### src/rtl/mem_responder_if.sv
// rtl/mem_responder_if.sv - request/response and RAM pins of the memory responder.
// The slave modport is the responder's view; the master modport is the datapath + RAM side.
interface mem_responder_if;
  logic        iREN;
  logic [31:0] iaddr;
  logic [31:0] iload;
  logic        ihit;
  logic        dREN;
  logic        dWEN;
  logic [31:0] daddr;
  logic [31:0] dstore;
  logic [31:0] dload;
  logic        dhit;
  logic        ramREN;
  logic        ramWEN;
  logic [31:0] ramaddr;
  logic [31:0] ramstore;
  logic [31:0] ramload;
  logic        ramready;
  logic        memerr;

  modport slave (
    input  iREN, iaddr, dREN, dWEN, daddr, dstore, ramload, ramready,
    output iload, ihit, dload, dhit, ramREN, ramWEN, ramaddr, ramstore, memerr
  );

  modport master (
    output iREN, iaddr, dREN, dWEN, daddr, dstore, ramload, ramready,
    input  iload, ihit, dload, dhit, ramREN, ramWEN, ramaddr, ramstore, memerr
  );
endinterface

### src/rtl/mem_responder.sv
// rtl/mem_responder.sv - registered fetch/load/store responder in front of a single-ported RAM.
// Data requests beat fetches; a RAM access that never completes is abandoned and flagged.
module mem_responder #(
  parameter int TIMEOUT = 16
) (
  input  logic            CLK,
  input  logic            RST,
  mem_responder_if.slave  bus
);

  typedef enum logic [2:0] {IDLE, IACC, DACC, RESP, ERR} state_t;
  typedef enum logic [1:0] {OP_FETCH, OP_LOAD, OP_STORE} op_t;

  localparam logic [7:0] LAST_CNT = 8'(TIMEOUT - 1);

  state_t      r_state;
  op_t         r_op;
  logic [7:0]  r_cnt;
  logic [31:0] r_iload;
  logic [31:0] r_dload;
  logic        r_ihit;
  logic        r_dhit;
  logic        r_ramREN;
  logic        r_ramWEN;
  logic [31:0] r_ramaddr;
  logic [31:0] r_ramstore;
  logic        r_memerr;

  logic        w_dreq;
  logic [31:0] w_daddr_al;
  logic [31:0] w_iaddr_al;

  assign w_dreq     = bus.dREN | bus.dWEN;
  assign w_daddr_al = bus.daddr & ~32'h3;
  assign w_iaddr_al = bus.iaddr & ~32'h3;

  always_ff @(posedge CLK) begin
    if (RST) begin
      r_state    <= IDLE;
      r_op       <= OP_FETCH;
      r_cnt      <= '0;
      r_iload    <= '0;
      r_dload    <= '0;
      r_ihit     <= 1'b0;
      r_dhit     <= 1'b0;
      r_ramREN   <= 1'b0;
      r_ramWEN   <= 1'b0;
      r_ramaddr  <= '0;
      r_ramstore <= '0;
      r_memerr   <= 1'b0;
    end else begin
      case (r_state)
        IDLE: begin
          r_ihit <= 1'b0;
          r_dhit <= 1'b0;
          // A simultaneous load+store request is served as a store.
          if (w_dreq) begin
            r_state    <= DACC;
            r_op       <= bus.dWEN ? OP_STORE : OP_LOAD;
            r_ramaddr  <= w_daddr_al;
            r_ramstore <= bus.dstore;
            r_ramREN   <= ~bus.dWEN;
            r_ramWEN   <= bus.dWEN;
            r_cnt      <= '0;
          end else if (bus.iREN) begin
            r_state    <= IACC;
            r_op       <= OP_FETCH;
            r_ramaddr  <= w_iaddr_al;
            r_ramstore <= bus.dstore;
            r_ramREN   <= 1'b1;
            r_ramWEN   <= 1'b0;
            r_cnt      <= '0;
          end
        end

        IACC, DACC: begin
          // ramready in the final wait cycle still completes the access.
          if (bus.ramready) begin
            r_state  <= RESP;
            r_ramREN <= 1'b0;
            r_ramWEN <= 1'b0;
            case (r_op)
              OP_FETCH: begin
                r_iload <= bus.ramload;
                r_ihit  <= 1'b1;
              end
              OP_LOAD: begin
                r_dload <= bus.ramload;
                r_dhit  <= 1'b1;
              end
              default: r_dhit <= 1'b1;
            endcase
          end else if (r_cnt == LAST_CNT) begin
            r_state  <= ERR;
            r_ramREN <= 1'b0;
            r_ramWEN <= 1'b0;
            r_memerr <= 1'b1;
          end else if (r_cnt != 8'hFF) begin
            r_cnt <= r_cnt + 8'd1;
          end
        end

        RESP: begin
          r_state <= IDLE;
          r_ihit  <= 1'b0;
          r_dhit  <= 1'b0;
        end

        ERR: r_state <= IDLE;

        default: r_state <= IDLE;
      endcase
    end
  end

  assign bus.iload    = r_iload;
  assign bus.dload    = r_dload;
  assign bus.ihit     = r_ihit;
  assign bus.dhit     = r_dhit;
  assign bus.ramREN   = r_ramREN;
  assign bus.ramWEN   = r_ramWEN;
  assign bus.ramaddr  = r_ramaddr;
  assign bus.ramstore = r_ramstore;
  assign bus.memerr   = r_memerr;

endmodule

### src/flat_wrapper.sv
// flat-port wrapper written by rule: the top's interface ports become plain ports
module mem_responder_flat 
#(
  parameter int TIMEOUT = 16
)
  (CLK, RST, bus_iREN, bus_iaddr, bus_dREN, bus_dWEN, bus_daddr, bus_dstore, bus_ramload, bus_ramready, bus_iload, bus_ihit, bus_dload, bus_dhit, bus_ramREN, bus_ramWEN, bus_ramaddr, bus_ramstore, bus_memerr);
  mem_responder_if bus_i ();
  input  logic CLK;
  input  logic RST;
  input wire logic [$bits(bus_i.iREN)-1:0] bus_iREN;
  input wire logic [$bits(bus_i.iaddr)-1:0] bus_iaddr;
  input wire logic [$bits(bus_i.dREN)-1:0] bus_dREN;
  input wire logic [$bits(bus_i.dWEN)-1:0] bus_dWEN;
  input wire logic [$bits(bus_i.daddr)-1:0] bus_daddr;
  input wire logic [$bits(bus_i.dstore)-1:0] bus_dstore;
  input wire logic [$bits(bus_i.ramload)-1:0] bus_ramload;
  input wire logic [$bits(bus_i.ramready)-1:0] bus_ramready;
  output wire logic [$bits(bus_i.iload)-1:0] bus_iload;
  output wire logic [$bits(bus_i.ihit)-1:0] bus_ihit;
  output wire logic [$bits(bus_i.dload)-1:0] bus_dload;
  output wire logic [$bits(bus_i.dhit)-1:0] bus_dhit;
  output wire logic [$bits(bus_i.ramREN)-1:0] bus_ramREN;
  output wire logic [$bits(bus_i.ramWEN)-1:0] bus_ramWEN;
  output wire logic [$bits(bus_i.ramaddr)-1:0] bus_ramaddr;
  output wire logic [$bits(bus_i.ramstore)-1:0] bus_ramstore;
  output wire logic [$bits(bus_i.memerr)-1:0] bus_memerr;
  assign bus_i.iREN = bus_iREN;
  assign bus_i.iaddr = bus_iaddr;
  assign bus_i.dREN = bus_dREN;
  assign bus_i.dWEN = bus_dWEN;
  assign bus_i.daddr = bus_daddr;
  assign bus_i.dstore = bus_dstore;
  assign bus_i.ramload = bus_ramload;
  assign bus_i.ramready = bus_ramready;
  assign bus_iload = bus_i.iload;
  assign bus_ihit = bus_i.ihit;
  assign bus_dload = bus_i.dload;
  assign bus_dhit = bus_i.dhit;
  assign bus_ramREN = bus_i.ramREN;
  assign bus_ramWEN = bus_i.ramWEN;
  assign bus_ramaddr = bus_i.ramaddr;
  assign bus_ramstore = bus_i.ramstore;
  assign bus_memerr = bus_i.memerr;
  mem_responder #(.TIMEOUT(TIMEOUT)) u_core (.CLK(CLK), .RST(RST), .bus(bus_i));
endmodule
### config.mk
export PLATFORM = sky130hd
export DESIGN_NAME = mem_responder_flat
export DESIGN_NICKNAME = d
export VERILOG_FILES = /design/src/rtl/mem_responder_if.sv /design/src/rtl/mem_responder.sv /design/src/flat_wrapper.sv
export SDC_FILE = /design/constraint.sdc
export NUM_CORES = 1
export LEC_CHECK = 0
export BUFFER_PORTS_ARGS = -buffer_cell sky130_fd_sc_hd__buf_2
export CORE_MARGIN = 2
export CORE_UTILIZATION = 45
export DETAILED_ROUTE_END_ITERATION = 16
export PLACE_DENSITY = 0.8
export SYNTH_ARGS = -nofsm -noshare
export SYNTH_HDL_FRONTEND = slang
export SYNTH_SLANG_ARGS = --single-unit
### constraint.sdc
create_clock -name CLK -period 2 [get_ports CLK]
set_input_delay 0.4 -clock CLK [delete_from_list [all_inputs] [get_ports CLK]]
set_output_delay 0.4 -clock CLK [all_outputs]
set_load 0.05 [all_outputs]
==> results.md <==
* Outcome: finished clean
* DRC at 0
* Leading area contributor after synthesis: dfxtp_1
* Synth Instances at about 670
* Hold Vio Cnt, Final at 0
* Sequential area share after synthesis at 51.50%
* Reg area at slightly below 3000 um2
* GR peak layer: met2
* Total vias in the final route at 5457
* Clock sink count at about 140
* Max-cap violations at 0
* Critical-path cell list: ha_1 > and3_1 > a2111oi_2 > buf_4 > or4_1 > a21oi_1
* Routability Congestion at 0.7883
* VDD IR max at a little under 0.0008 V
* Number of global-route vias before repair at 4978
* Final slew viol count at 0
* Die area at 13350 um2
* WP data required at 2350 ps
* Clk root buf: clkbuf_16
* Number of cells after detailed placement at about 1100
* Setup CP Type: reg -> reg
* Distinct cells, synth at 50
* Post-route antenna net violation count at 0
* Clk Latency, worst-skew pair at a little over 400 ps
* Pwr/cell area at approximately 1500 nW/um2
* CP max stage cell: or4_1
* Setup crit end kind: flip-flop
* RSZ-0062 raised after global routing: false
* Final setup TNS at 0 ps
* Tot Pwr at 11.63 mW
* Synth Area in Compound Gates at 15.40%
* YS warnings at 0
* Largest net degree at the start of global routing at 93
* Die width at ~120 um
* Synth Flop Type: dfxtp_1
* Placed cell areas at 7058 um2
* Largest family of logic cells by synthesized area: simple AND/OR/NAND/NOR gates
* Post-synthesis instance area at 5598 um2
* Drt initial violations at around 370
* Mux contribution to synthesized area at around 5.7%
* XOR/XNOR share of the synthesized area at less than 1%
* Post-synth EDFFs at 0
* Post-synthesis simple-gate area fraction at between 20% and 30%
* Clock slew at reported path FFs at roughly 60 ps
* Setup Skew at approximately 4.8 ps
* Via density at around 5.0
* Antenna Cells at 0
* I/O Buffers at between 200 and 300
* First-pass GRT wire length at approximately 24 mm
* Design Area, Final at between 7000 and 8000 um2
* Yosys top cell area share at between 50% and 60%
* Post-CTS Setup Bufs at 0
* Drt first pass iters at 4
* Avg Synthesized Cell Area at approximately 8.4 um2
* Final wirelength at approximately 15 mm
* Final period util at between 80 and 90%
* Share of flip-flops with an asynchronous set or reset at 0%
* Tmin final at ~1800 ps
* Largest cells by area after synthesis: dfxtp_1, nand2_1, a21oi_1
* Pleak at about 3.5 nW
* Routed WL per cell at 13.93 um
* Fin cells at between 1000 and 1500
* Post-CTS Hold Buffers at 0
* M3 GR Usage at under 10%
* Post-layout net count at roughly 1000
* Fill count at between 1000 and 1500
* Detailed placement HPWL at about 11 mm
* CORE AREA at ~12000 um2
* Bufs on Longest Clock Path at 2
* Initial antenna violation count at 0
* CTS tree: built
* Hold/Removal Path Class: in -> reg
* CP Data Arrival Time at around 2100 ps
* Area of the multi-input gates at between 2000 and 2500 um2
* Max Freq at ~0.57 GHz
* Share of post-route cells with drive strength above 1 at 33.98%
* Yosys reg bits at about 140
* GRT Total Usage at between 20% and 30%
* Worst path max stage delay at about 450 ps
* TritonCTS buffer count at 17
* I/O Pins at 267
* Initial Utilization at about 46%
* Core Rows at 40
* Setup violators final at 0
* DP Worst Slack at between 100 and 150 ps
* CP max FO at 6
* Htree depth at 4
* Post_cts resized at 0
* Met2 GRT Util at between 30 and 40%
* Rel. slew slack at 42.87%
* Worst-Margin Slew at between 800 and 900 ps
* Layout area overhead at 35.99%
* Die Height at about 120 um
* Grt total ovfl at 0
* Adder-cell share of the synthesized area at less than 1%
* Met1 Use GR at between 20% and 30%
* Final WS setup at approximately 240 ps
* Setup crit start kind: flip-flop
-- state kept, by name (all words and copies together) (netlist names) --
signal / flops
u_core.bus.iload: 32
u_core.bus.memerr: 1
u_core.bus.ramREN: 1
u_core.r_op: 2
u_core.bus.dhit: 1
u_core.bus.ramstore: 32
u_core.r_cnt: 8
u_core.bus.ramaddr: 30
u_core.r_state: 3
u_core.bus.ramWEN: 1
u_core.bus.ihit: 1
u_core.bus.dload: 32
-- worst paths after layout --
check | cells after the start | slack [ps] | end | start
hold / removal | 3 | 220 | u_core.bus.ramstore[5]$_SDFFE_PP0P_ | bus_dstore[5]
setup / recovery | 6 | 240 | u_core.r_op[1]$_SDFFE_PP0P_ | u_core.r_cnt[1]$_SDFFE_PP0P_
hold reg to reg | 2 | 450 | u_core.bus.iload[7]$_SDFFE_PP0P_ | u_core.bus.iload[7]$_SDFFE_PP0P_
setup reg to reg | 6 | 240 | u_core.r_op[1]$_SDFFE_PP0P_ | u_core.r_cnt[1]$_SDFFE_PP0P_
-- through the flow --
step                      hold WS (ps)  utilization [%]
after floorplan                  455.5                -
after global placement           438.8            58.52
after detailed placement         443.4            58.52
after CTS                        202.5            63.11
after global routing             208.8            63.11
final                            220.4            63.11
-- cells in the mapped netlist (2+ instances only) --
cell,instances
a31oi_1,5
a311oi_1,30
nor3_1,3
nor3_2,2
mux2i_1,32
nor2_1,70
or4_1,5
inv_1,7
and3_1,2
a21o_1,2
or2_2,2
clkbuf_1,28
nand2_1,197
o21ai_0,3
buf_2,14
nand3_1,10
nand4_1,2
a32oi_1,2
buf_4,7
a21oi_1,69
o21ai_1,2
o211ai_1,3
dfxtp_1,144
-- worst max-delay path, delay by kind of cell (launching register included) --
family	cells	cell delay, ps
simple gates	2	700
buf+inv	1	170
compound gates	2	230
fa+ha+maj	1	200
flops	1	380
-- per-layer routing --
| layer | vias up | wire, um |
|---|---|---|
| met4 | 0 | 192 |
| li1 | 2761 | - |
| met5 | - | 0 |
| met2 | 169 | 7891 |
| met3 | 17 | 989 |
| met1 | 2510 | 6179 |
-- cell usage in the layout (no fill, tap or decap), types with 2 or more instances in the layout --
cell and instances:
buf_2 259, nand2_1 197, dfxtp_1 144, nor2_1 69, a21oi_1 69, mux2i_1 32, a311oi_1 30, clkbuf_16 17
buf_4 12, nand3_1 10, inv_1 7, or4_1 5, a31oi_1 5, clkinv_2 5, clkbuf_1 5, clkbuf_8 4
buf_12 4, o211ai_1 3, nor3_1 3, o21ai_0 3, and3_1 2, nand4_1 2, nor3_2 2, or2_2 2
a21o_1 2, a32oi_1 2, conb_1 2
-- power by group --
part / internal, mW / leakage [nW] / switching [mW]
logic: 1.27 / 2.07 / 3.62
clock network: 1.83 / 0.278 / 1.11
registers: 3.48 / 1.18 / 0.312
-- layout make-up --
cell class                 instances  share of cell area [%]
multi-input combinational        469                   32.48
timing repair buffer             275                   19.26
clock inverter                     6                  0.7232
sequential                       144                   37.87
inverter                           7                  0.3452
tap                              168                   2.761
clock buffer                      26                   6.558
-- logic make-up (layout without fill, tap and decap cells) --
| family | count (synthesis) | in the layout |
|---|---|---|
| buf+inv | 56 | 314 |
| flops | 144 | 144 |
| mux | 32 | 32 |
| fa+ha+maj | 1 | 1 |
| xor+xnor | 2 | 2 |
| simple gates | 302 | 302 |
| other cells | 1 | 2 |
| compound gates | 130 | 130 |
Power figures use the tool's default switching activity.
